$ cat src/rtl/vram_bus_arbiter_pkg.sv
// Shared types and address-map constants for the VRAM bus arbiter.
package vram_bus_arbiter_pkg;

  localparam int unsigned ADDR_W      = 19;
  localparam int unsigned WORD_ADDR_W = 15;
  localparam int unsigned REG_OFF_W   = 6;

  localparam logic [ADDR_W-1:0] DEF_PERIPH_BASE = 19'h1F9C0;
  localparam logic [ADDR_W-1:0] DEF_VRAM_TOP    = 19'h1FFFF;
  localparam logic [ADDR_W-1:0] PSG_SPAN        = 19'h0003F;
  localparam logic [ADDR_W-1:0] PAL_BASE        = 19'h1FA00;
  localparam logic [ADDR_W-1:0] SPR_BASE        = 19'h1FC00;

  typedef enum logic [2:0] {
    REG_VRAM,
    REG_PSG,
    REG_PAL,
    REG_SPR,
    REG_NONE
  } region_e;

  typedef enum logic {
    ST_IDLE,
    ST_PEND
  } vid_state_e;

endpackage

$ cat src/rtl/vram_bus_decode.sv
// Combinational CPU address to region decode.
module vram_bus_decode
  import vram_bus_arbiter_pkg::*;
#(
  parameter logic [18:0] PERIPH_BASE = DEF_PERIPH_BASE,
  parameter logic [18:0] VRAM_TOP    = DEF_VRAM_TOP
) (
  input  logic [18:0] addr,
  output region_e     region_c
);

  logic [19:0] psg_top;

  // Compare in 20 bits so a high PERIPH_BASE cannot wrap the PSG window.
  assign psg_top = 20'(PERIPH_BASE) + 20'(PSG_SPAN);

  always_comb begin
    region_c = REG_NONE;
    if (addr > VRAM_TOP) begin
      region_c = REG_NONE;
    end else if (addr < PERIPH_BASE) begin
      region_c = REG_VRAM;
    end else if (20'(addr) <= psg_top) begin
      region_c = REG_PSG;
    end else if ((addr >= PAL_BASE) && (addr < SPR_BASE)) begin
      region_c = REG_PAL;
    end else if (addr >= SPR_BASE) begin
      region_c = REG_SPR;
    end
  end

endmodule

$ cat src/rtl/vram_bus_arbiter.sv
// CPU/video arbiter for the VRAM port plus CPU peripheral register routing.
// CPU VRAM accesses always win; a blocked video fetch waits in PEND.
module vram_bus_arbiter
  import vram_bus_arbiter_pkg::*;
#(
  parameter logic [18:0] PERIPH_BASE = DEF_PERIPH_BASE,
  parameter logic [18:0] VRAM_TOP    = DEF_VRAM_TOP
) (
  input  logic        bm_clk,
  input  logic        bm_reset,
  input  logic [18:0] bm_addr,
  input  logic [7:0]  bm_wrdata,
  input  logic        bm_strobe,
  input  logic        bm_write,
  output logic [7:0]  bm_rddata,
  input  logic [14:0] vid_addr,
  input  logic        vid_strobe,
  output logic        vid_ack,
  output logic [31:0] vid_rddata,
  output logic        vid_rddata_valid,
  output logic [14:0] ram_addr,
  output logic [31:0] ram_wrdata,
  output logic [3:0]  ram_wrbytesel,
  output logic        ram_write,
  input  logic [31:0] ram_rddata,
  output logic [5:0]  periph_addr,
  output logic [7:0]  periph_wrdata,
  output logic        periph_write,
  output logic        psg_strobe,
  output logic        pal_strobe,
  output logic        spr_strobe,
  input  logic [7:0]  psg_rddata,
  input  logic [7:0]  pal_rddata,
  input  logic [7:0]  spr_rddata
);

  region_e    region_c;
  logic       cpu_req_c, cpu_vram_c, cpu_periph_c, vid_grant_c;
  vid_state_e state_q, state_d;

  logic       cpu_rd_q, cpu_rd_d;
  region_e    rd_region_q, rd_region_d;
  logic [1:0] rd_byte_q, rd_byte_d;
  logic [7:0] bm_rddata_q, bm_rddata_d, rd_sel_c;
  logic       vid_valid_q, vid_valid_d;
  logic [31:0] vid_rddata_q, vid_rddata_d;

  vram_bus_decode #(
    .PERIPH_BASE (PERIPH_BASE),
    .VRAM_TOP    (VRAM_TOP)
  ) u_decode (
    .addr     (bm_addr),
    .region_c (region_c)
  );

  // Every combinational issue path is gated by reset so outputs read zero.
  assign cpu_req_c    = bm_strobe & ~bm_reset;
  assign cpu_vram_c   = cpu_req_c && (region_c == REG_VRAM);
  assign cpu_periph_c = cpu_req_c && ((region_c == REG_PSG) || (region_c == REG_PAL) ||
                                      (region_c == REG_SPR));

  always_comb begin
    state_d     = state_q;
    vid_grant_c = 1'b0;
    if (!bm_reset) begin
      case (state_q)
        ST_IDLE: begin
          if (vid_strobe) begin
            if (cpu_vram_c) state_d = ST_PEND;
            else            vid_grant_c = 1'b1;
          end
        end
        ST_PEND: begin
          if (!cpu_vram_c) begin
            vid_grant_c = 1'b1;
            state_d     = ST_IDLE;
          end
        end
        default: state_d = ST_IDLE;
      endcase
    end
  end

  always_comb begin
    ram_addr      = '0;
    ram_wrdata    = '0;
    ram_wrbytesel = '0;
    ram_write     = 1'b0;
    if (cpu_vram_c) begin
      ram_addr      = bm_addr[16:2];
      ram_wrbytesel = 4'b0001 << bm_addr[1:0];
      ram_wrdata    = {4{bm_wrdata}};
      ram_write     = bm_write;
    end else if (vid_grant_c) begin
      ram_addr = vid_addr;
    end
  end

  always_comb begin
    periph_addr   = '0;
    periph_wrdata = '0;
    periph_write  = 1'b0;
    psg_strobe    = 1'b0;
    pal_strobe    = 1'b0;
    spr_strobe    = 1'b0;
    if (cpu_periph_c) begin
      periph_addr   = bm_addr[5:0];
      periph_wrdata = bm_wrdata;
      periph_write  = bm_write;
      psg_strobe    = (region_c == REG_PSG);
      pal_strobe    = (region_c == REG_PAL);
      spr_strobe    = (region_c == REG_SPR);
    end
  end

  // Read return: data sources answer one cycle after issue, so the byte is
  // muxed straight through that cycle and then held in bm_rddata_q.
  always_comb begin
    cpu_rd_d    = cpu_req_c & ~bm_write;
    rd_region_d = cpu_rd_d ? region_c : rd_region_q;
    rd_byte_d   = cpu_rd_d ? bm_addr[1:0] : rd_byte_q;
    rd_sel_c    = 8'h00;
    case (rd_region_q)
      REG_VRAM: begin
        case (rd_byte_q)
          2'd0:    rd_sel_c = ram_rddata[7:0];
          2'd1:    rd_sel_c = ram_rddata[15:8];
          2'd2:    rd_sel_c = ram_rddata[23:16];
          default: rd_sel_c = ram_rddata[31:24];
        endcase
      end
      REG_PSG: rd_sel_c = psg_rddata;
      REG_PAL: rd_sel_c = pal_rddata;
      REG_SPR: rd_sel_c = spr_rddata;
      default: rd_sel_c = 8'h00;
    endcase
    bm_rddata_d  = cpu_rd_q ? rd_sel_c : bm_rddata_q;
    vid_valid_d  = vid_grant_c;
    vid_rddata_d = vid_valid_q ? ram_rddata : vid_rddata_q;
  end

  assign bm_rddata        = bm_rddata_d;
  assign vid_ack          = vid_grant_c;
  assign vid_rddata_valid = vid_valid_q;
  assign vid_rddata       = vid_rddata_d;

  always_ff @(posedge bm_clk or posedge bm_reset) begin
    if (bm_reset) begin
      state_q      <= ST_IDLE;
      cpu_rd_q     <= 1'b0;
      rd_region_q  <= REG_NONE;
      rd_byte_q    <= 2'd0;
      bm_rddata_q  <= 8'h00;
      vid_valid_q  <= 1'b0;
      vid_rddata_q <= 32'h0;
    end else begin
      state_q      <= state_d;
      cpu_rd_q     <= cpu_rd_d;
      rd_region_q  <= rd_region_d;
      rd_byte_q    <= rd_byte_d;
      bm_rddata_q  <= bm_rddata_d;
      vid_valid_q  <= vid_valid_d;
      vid_rddata_q <= vid_rddata_d;
    end
  end

endmodule

$ cat config.mk
export PLATFORM = sky130hd
export DESIGN_NAME = vram_bus_arbiter
export DESIGN_NICKNAME = d
export VERILOG_FILES = /design/src/rtl/vram_bus_arbiter_pkg.sv /design/src/rtl/vram_bus_decode.sv /design/src/rtl/vram_bus_arbiter.sv
export SDC_FILE = /design/constraint.sdc
export NUM_CORES = 1
export LEC_CHECK = 0
export CAP_MARGIN = 25
export CELL_PAD_IN_SITES_DETAIL_PLACEMENT = 0
export CELL_PAD_IN_SITES_GLOBAL_PLACEMENT = 2
export CORE_MARGIN = 4
export CORE_UTILIZATION = 19
export DETAILED_ROUTE_END_ITERATION = 10
export PLACE_DENSITY = 0.92
export SLEW_MARGIN = 15
export SYNTH_ARGS = -nofsm -noshare
export SYNTH_HDL_FRONTEND = slang
export SYNTH_SLANG_ARGS = --single-unit
$ cat constraint.sdc
create_clock -name bm_clk -period 1.9 [get_ports bm_clk]
set_input_delay 0.285 -clock bm_clk [delete_from_list [all_inputs] [get_ports bm_clk]]
set_output_delay 0.285 -clock bm_clk [all_outputs]
set_load 0.005 [all_outputs]
==> results of run 1 <==
-- critical path, stage by stage (launching register included) --
cell and delay (ns):
sky130_fd_sc_hd__dfrtp_1 0.39, sky130_fd_sc_hd__buf_12 0.13, sky130_fd_sc_hd__buf_12 0.11, sky130_fd_sc_hd__mux4_2 0.54
sky130_fd_sc_hd__nand2_1 0.08, sky130_fd_sc_hd__a31oi_1 0.09, sky130_fd_sc_hd__buf_2 0.16
-- metrics by stage --
| step | power (mW) | TNS (ns) | util [%] |
|---|---|---|---|
| global route | 3.63 | -1.73 | 37.7 |
| CTS | 3.45 | -1.02 | 38.4 |
| finish | 3.42 | -1.01 | 37.7 |
| floorplan | 1.71 | 0 | - |
| detailed placement | 2.59 | -52.54 | 36.4 |
| global placement | 2.57 | -47.63 | 36.4 |
-- cell type report --
cell class | count | area [µm²]
fill | 1545 | 9500
timing repair buffer | 291 | 2450
multi-input combinational | 181 | 1620
sequential | 48 | 1210
tap | 211 | 264
clock buffer | 6 | 129
inverter | 18 | 67.6
clock inverter | 2 | 16.3
-- timing repair --
| action | CTS | global route |
|---|---|---|
| cloned | 3 | 0 |
| hold buffers | 0 | 0 |
| buffers inserted | 31 | 2 |
| pin swaps | 26 | 9 |
| gates resized for setup | 393 | 33 |
| endpoints found under the setup margin | 111 | 83 |
-- sequential cells by signal, summed over array words and instances, names as in the netlist --
name              flops
rd_region_q           3
state_q               1
bm_rddata_q           8
vid_rddata_q         32
cpu_rd_q              1
rd_byte_q             2
vid_rddata_valid      1
-- cell usage after synthesis --
master                     count  area, µm²
sky130_fd_sc_hd__and4b_1       1       10.0
sky130_fd_sc_hd__dfstp_2       1       26.3
sky130_fd_sc_hd__o21ba_2       1       10.0
sky130_fd_sc_hd__nand2_1      42        158
sky130_fd_sc_hd__o311a_1       1       10.0
sky130_fd_sc_hd__o311ai_0      1       8.76
sky130_fd_sc_hd__dfrtp_1      47       1180
sky130_fd_sc_hd__inv_1        18       67.6
sky130_fd_sc_hd__nand4_1       1       6.26
sky130_fd_sc_hd__buf_2         8       40.0
sky130_fd_sc_hd__nor3_2        1       10.0
sky130_fd_sc_hd__mux2_2       40        450
sky130_fd_sc_hd__and3_1       15       93.8
sky130_fd_sc_hd__and2_1        1       6.26
sky130_fd_sc_hd__mux2i_1      15        150
sky130_fd_sc_hd__clkbuf_1      8       30.0
sky130_fd_sc_hd__nand3_1       1       5.00
sky130_fd_sc_hd__and2_0        1       6.26
sky130_fd_sc_hd__nor2b_1       1       6.26
sky130_fd_sc_hd__and4_1        1       8.76
sky130_fd_sc_hd__nor2_1       11       41.3
sky130_fd_sc_hd__a41o_1        1       10.0
sky130_fd_sc_hd__a22oi_1       8       60.1
sky130_fd_sc_hd__nor4_1        1       6.26
sky130_fd_sc_hd__or4b_1        1       10.0
sky130_fd_sc_hd__buf_4        25        188
sky130_fd_sc_hd__a21oi_1       2       10.0
sky130_fd_sc_hd__nor4b_4       1       23.8
sky130_fd_sc_hd__buf_1         2       7.51
sky130_fd_sc_hd__o21ai_0      10       50.1
sky130_fd_sc_hd__nor3b_2       2       25.0
sky130_fd_sc_hd__o31ai_1       1       7.51
sky130_fd_sc_hd__nor3_1        2       10.0
sky130_fd_sc_hd__mux4_2        8        180
sky130_fd_sc_hd__a31oi_1       8       50.1
sky130_fd_sc_hd__or3b_1        1       8.76
sky130_fd_sc_hd__a311oi_1      1       8.76
-- logic make-up after synthesis --
family	synth area share, %
AND/OR/NAND/NOR	14.6
multiplexers	26.2
buffers and inverters	11.2
flip-flops	40.4
AO/OA/AOI/OAI	7.57
-- layer usage --
metal / wire [µm] / vias to the layer above
met5: 0 / -
met4: 140 / 0
met3: 746 / 8
met2: 6120 / 139
met1: 4880 / 1510
li1: - / 1502
-- where the power goes --
| group | switching (mW) | leakage, nW | internal (mW) |
|---|---|---|---|
| Clock | 0.373 | 0.0671 | 0.491 |
| Sequential | 0.0606 | 0.568 | 1.20 |
| Combinational | 0.509 | 2.14 | 0.792 |
-- worst max-delay path by stage --
stage | slack (ns) | cells past startpoint | to | startpoint
after global routing | -0.23 | 6 | bm_rddata[7] | rd_byte_q[0]
after CTS | -0.16 | 6 | bm_rddata[7] | rd_byte_q[0]
after floorplan | 0.21 | 5 | ram_wrdata[10] | bm_addr[17]
after global placement | -0.73 | 6 | ram_wrdata[13] | bm_addr[17]
final | -0.17 | 6 | bm_rddata[0] | rd_byte_q[0]
after detailed placement | -0.80 | 6 | ram_wrdata[19] | bm_addr[17]
==> impl_metrics.env, run 1 <==
export IMPL_layout_cells_most_common="sky130_fd_sc_hd__clkdlybuf4s50_1"
export IMPL_reg2reg_setup_slack_ns=0.18
export IMPL_layout_min_cycle_time_ns=2.07
export IMPL_min_path_type="primary input to async pin"
export IMPL_tritoncts="built"
export IMPL_finalWorstSetupSlack_ns=-0.165
export IMPL_initial_core_util_pct=19.5
export IMPL_netlist_area_before_placement_um2=2980
export IMPL_reg2reg_from="rd_byte_q[0]"
export IMPL_outcome="finished, violations left"
export IMPL_max_slew_margin_rel_pct=73.0
export IMPL_p_per_area_nw_per_um2=595
export IMPL_design_die_area_um2=17700
export IMPL_gr_total_overflow=0
export IMPL_final_gp_congestion=0.793
export IMPL_io_pins=215
export IMPL_worstRegToRegCells=7
export IMPL_globalRoute_busiestLayer="met2"
export IMPL_timing_worst_slew_pin_value_ns=0.400
export IMPL_fin_crit_sh_pct=109
export IMPL_max_cap_violations=0
export IMPL_ctsLongestPathBuffers=2
export IMPL_portBuffers=214
export IMPL_antenna_violating_nets_left=0
export IMPL_root_buffer="sky130_fd_sc_hd__clkbuf_16"
export IMPL_timing_final_setup_violations=8
export IMPL_grt_util_met3_pct=2.45
export IMPL_antenna_found_initial=0
export IMPL_drt_iter0_markers=97
export IMPL_clk_transition_reported_paths_ns=0.06
export IMPL_finalNetCount=648
export IMPL_power_leakage_nw=2.78
export IMPL_final_layout_size_suffix_gt1_share_pct=46.2
export IMPL_timing_hold_violations_final=0
export IMPL_end_kind="primary output"
export IMPL_drc=0
export IMPL_achievable_frequency_mhz=484
export IMPL_routedWlPerCell_um=15.7
export IMPL_critical_path_required_ns=1.62
export IMPL_die_h_um=133
export IMPL_core_region_area_um2=15300
export IMPL_worstSetupStartpointType="register"
export IMPL_global_route_usage_met2_pct=22.9
export IMPL_worst_setup_path_category="register to primary output"
export IMPL_synth_sequential_area_ratio_pct=40.4
export IMPL_areaGrowthSynthToFinish_pct=93.3
export IMPL_dp_final_hpwl_um=9110
export IMPL_largest_voltage_drop_on_the_vdd_net_mv=0.455
export IMPL_placement_cell_area_um2=5550
export IMPL_global_route_wire_length_before_repair_um=18600
export IMPL_dp_worst_setup_slack_ns=-0.798
export IMPL_critical_path_reg2reg_endpoint="bm_rddata_q[0]"
export IMPL_fin_worst_hold_slack_ns=0.215
export IMPL_h_tree_levels=2
export IMPL_synth_nets=393
export IMPL_ys_warnings_count=0
export IMPL_finalClockSkew_ns=0.00540
export IMPL_placement_rows=45
export IMPL_track_usage_pct=12.7
export IMPL_fin_cells=757
export IMPL_violations_in_the_final_reports="negative setup slack"
export IMPL_clk_insertion_delay_late_ns=0.28
export IMPL_cts_buffers=5
export IMPL_chipWidth_um=133
export IMPL_grt_start_max_net_pins=49
export IMPL_first_global_vias=3435
export IMPL_synthesized_netlist_cell_count=290
export IMPL_avgSynthCellArea_um2=10.3
export IMPL_unrepaired_setup_endpoints_after_global_routing="yes"
export IMPL_final_standard_cell_area_without_fillers_um2=5750
export IMPL_global_route_usage_met1_pct=16.0
export IMPL_timing_critical_path_fanout_max=4
export IMPL_synthDistinctLibCells=37
export IMPL_report_final_slew_viol_count=0
export IMPL_vias_cell=4.17
export IMPL_diodes=0
export IMPL_placed_cells=718
export IMPL_clkSinkCount=48
export IMPL_drt_pass1_iter_count=4
export IMPL_commonest_cells_after_routing_fill_and_taps_aside="sky130_fd_sc_hd__clkdlybuf4s50_1 (88), sky130_fd_sc_hd__buf_4 (62), sky130_fd_sc_hd__buf_2 (60), sky130_fd_sc_hd__dfrtp_1 (44), sky130_fd_sc_hd__mux2_2 (40)"
export IMPL_route_final_wire_length_um=11900
export IMPL_worst_endpoint_arrival_ns=1.78
export IMPL_synth_seq_cells=48
export IMPL_detailroute_via_count=3159
Power figures use the tool's default switching activity.
==> inputs of run 2 (changes only) <==
- clock period: 1.9 -> 2.2 ns (I/O delays scaled with it)
==> impl_metrics.env, run 2 (synthesized netlist as in run 1, its figures left out) <==
export IMPL_dp_final_hpwl_um=9070
export IMPL_root_buffer="sky130_fd_sc_hd__clkbuf_16"
export IMPL_max_cap_violations=0
export IMPL_power_clock_fraction_pct=24.8
export IMPL_power_report_internal_total_mw=2.14
export IMPL_placement_cell_area_um2=5490
export IMPL_final_gp_congestion=0.782
export IMPL_clkSinkCount=48
export IMPL_crit_chain="buf_12 -> buf_6 -> mux4_2 -> nand2_1 -> a31oi_1 -> buf_2"
export IMPL_worst_endpoint_arrival_ns=1.81
export IMPL_commonest_cells_after_routing_fill_and_taps_aside="sky130_fd_sc_hd__clkdlybuf4s50_1 (120), sky130_fd_sc_hd__dlygate4sd2_1 (48), sky130_fd_sc_hd__dfrtp_1 (45), sky130_fd_sc_hd__buf_4 (43), sky130_fd_sc_hd__mux2_2 (40)"
export IMPL_die_h_um=133
export IMPL_grt_start_max_net_pins=49
export IMPL_report_final_slew_viol_count=0
export IMPL_first_global_vias=3465
export IMPL_timing_worst_slew_pin_value_ns=0.626
export IMPL_critical_path_max_stage_delay_ns=0.53
export IMPL_timing_final_setup_violations=0
export IMPL_outcome="finished, final reports clean"
export IMPL_unrepaired_setup_endpoints_after_global_routing="no"
export IMPL_final_layout_size_suffix_gt1_share_pct=33.8
export IMPL_combPwrFrac_pct=38.0
export IMPL_track_usage_pct=12.6
export IMPL_fin_crit_sh_pct=97.2
export IMPL_finalClockSkew_ns=0.00442
export IMPL_min_path_type="register to register"
export IMPL_core_region_area_um2=15300
export IMPL_final_standard_cell_area_without_fillers_um2=5790
export IMPL_post_cts_hold_buffer_count=0
export IMPL_chipWidth_um=133
export IMPL_drt_pass1_iter_count=4
export IMPL_finalNetCount=630
export IMPL_end_kind="primary output"
export IMPL_detailroute_via_count=3069
export IMPL_worst_setup_path_category="register to primary output"
export IMPL_h_tree_levels=2
export IMPL_switching_share_pct=26.6
export IMPL_initial_core_util_pct=19.5
export IMPL_tritoncts="built"
export IMPL_vias_cell=4.16
export IMPL_p_per_area_nw_per_um2=504
export IMPL_timing_critical_path_fanout_max=5
export IMPL_antenna_found_initial=0
export IMPL_clk_transition_reported_paths_ns=0.06
export IMPL_routedWlPerCell_um=15.9
export IMPL_clk_insertion_delay_late_ns=0.28
export IMPL_drc=0
export IMPL_global_route_wire_length_before_repair_um=18400
export IMPL_cts_buffers=5
export IMPL_critical_path_required_ns=1.87
export IMPL_achievable_frequency_mhz=468
export IMPL_areaGrowthSynthToFinish_pct=94.6
export IMPL_sequentialPowerShare_pct=37.3
export IMPL_largest_reg_flops=32
export IMPL_portBuffers=214
export IMPL_crit_path_top_delay_cell="sky130_fd_sc_hd__mux4_2"
export IMPL_setup_tns_ns=0
export IMPL_placed_cells=711
export IMPL_power_leakage_nw=2.78
export IMPL_placement_rows=45
export IMPL_power_total_mw=2.92
export IMPL_io_pins=215
export IMPL_antenna_violating_nets_left=0
export IMPL_layout_min_cycle_time_ns=2.14
export IMPL_timing_hold_violations_final=0
export IMPL_final_util_pct=38.0
export IMPL_largest_voltage_drop_on_the_vdd_net_mv=0.372
export IMPL_drt_iter0_markers=139
export IMPL_layout_cells_most_common="sky130_fd_sc_hd__clkdlybuf4s50_1"
export IMPL_route_final_wire_length_um=11700
export IMPL_max_slew_margin_rel_pct=58.3
export IMPL_diodes=0
export IMPL_gr_total_overflow=0
export IMPL_design_die_area_um2=17700
export IMPL_fin_cells=738
export IMPL_worstSetupStartpointType="register"
export IMPL_ctsLongestPathBuffers=2
export IMPL_largest_registers="vid_rddata_q (32), bm_rddata_q (8), rd_region_q (3)"
export IMPL_switching_power_uw=778
export IMPL_biggest_register="vid_rddata_q"
[run 2: changes by cell type in the layout (fill, tap and decap cells not counted), moves of 2 or more]
cell / change
sky130_fd_sc_hd__a22oi_1: +4
sky130_fd_sc_hd__a22oi_2: -4
sky130_fd_sc_hd__buf_12: -2
sky130_fd_sc_hd__buf_2: -34
sky130_fd_sc_hd__buf_4: -19
sky130_fd_sc_hd__buf_6: -2
sky130_fd_sc_hd__buf_8: -2
sky130_fd_sc_hd__clkbuf_2: -8
sky130_fd_sc_hd__clkdlybuf4s15_1: -3
sky130_fd_sc_hd__clkdlybuf4s50_1: +32
sky130_fd_sc_hd__dlygate4sd2_1: +19
sky130_fd_sc_hd__nand2_1: +3
sky130_fd_sc_hd__nand2_2: -4
[run 2: area by class of cell]
class	instances	area, µm²
clock buffers	5	125
clock inverters	2	12.5
fillers	1539	9470
inverters	18	67.6
multi-input cells	181	1610
flip-flops and latches	48	1200
well taps	211	264
repair buffers	273	2510
[run 2: routing by layer]
metal	vias to the layer above	global-route usage, %	part of all wire (%)
li1	1471	-	-
met1	1461	15.3	40
met2	131	23.1	51
met3	6	3.13	7.4
met4	0	2.06	0.91
met5	-	0	0
[run 2: timing repair]
item	CTS	global route
pin swaps	8	4
endpoints found under the setup margin	79	54
cloned	3	0
hold endpoints to repair	0	0
buffers inserted	19	0
gates resized for setup	211	32
[run 2: metrics by stage]
stage / hold WS (ns) / worst slack (ns)
2_1_floorplan: 0.435 / 0.417
3_3_place_gp: 0.480 / -0.439
3_5_place_dp: 0.486 / -0.507
4_1_cts: 0.502 / -0.0211
5_1_grt: 0.514 / 0.000128
6_report: 0.494 / 0.0618
[run 2: final timing paths]
check,from,end,slack [ns],cells after the start
max in group asynchronous,bm_reset,rd_byte_q[1],1.23,4
min in group asynchronous,bm_reset,state_q,0.51,4
min,rd_region_q[2],rd_region_q[2],0.49,2
max reg2reg,rd_byte_q[0],bm_rddata_q[6],0.58,6
min reg2reg,rd_region_q[2],rd_region_q[2],0.49,2
max,rd_byte_q[0],bm_rddata[0],0.06,6
[run 2: power by group through the flow]
stage          Combinational (mW)  Clock, mW  Sequential, mW
5_1_grt                      1.19      0.778            1.10
6_report                     1.11      0.723            1.09
3_3_place_gp                 1.11          0            1.10
4_1_cts                      1.11      0.748            1.09
3_5_place_dp                 1.12          0            1.11
2_1_floorplan               0.404          0            1.08
[run 2: critical path: cells and delay by family, from the launching register on]
kind / cells / cell delay, ns
multiplexers: 1 / 0.53
buffers and inverters: 3 / 0.40
flip-flops: 1 / 0.39
AO/OA/AOI/OAI: 1 / 0.11
AND/OR/NAND/NOR: 1 / 0.10
==> inputs of run 3 (changes only) <==
- CTS_CLUSTER_SIZE: unset -> 8
- SLEW_MARGIN: 15 -> 25
==> results of run 3 <==
Final layout, timing and power as in run 2 (identical DEF).
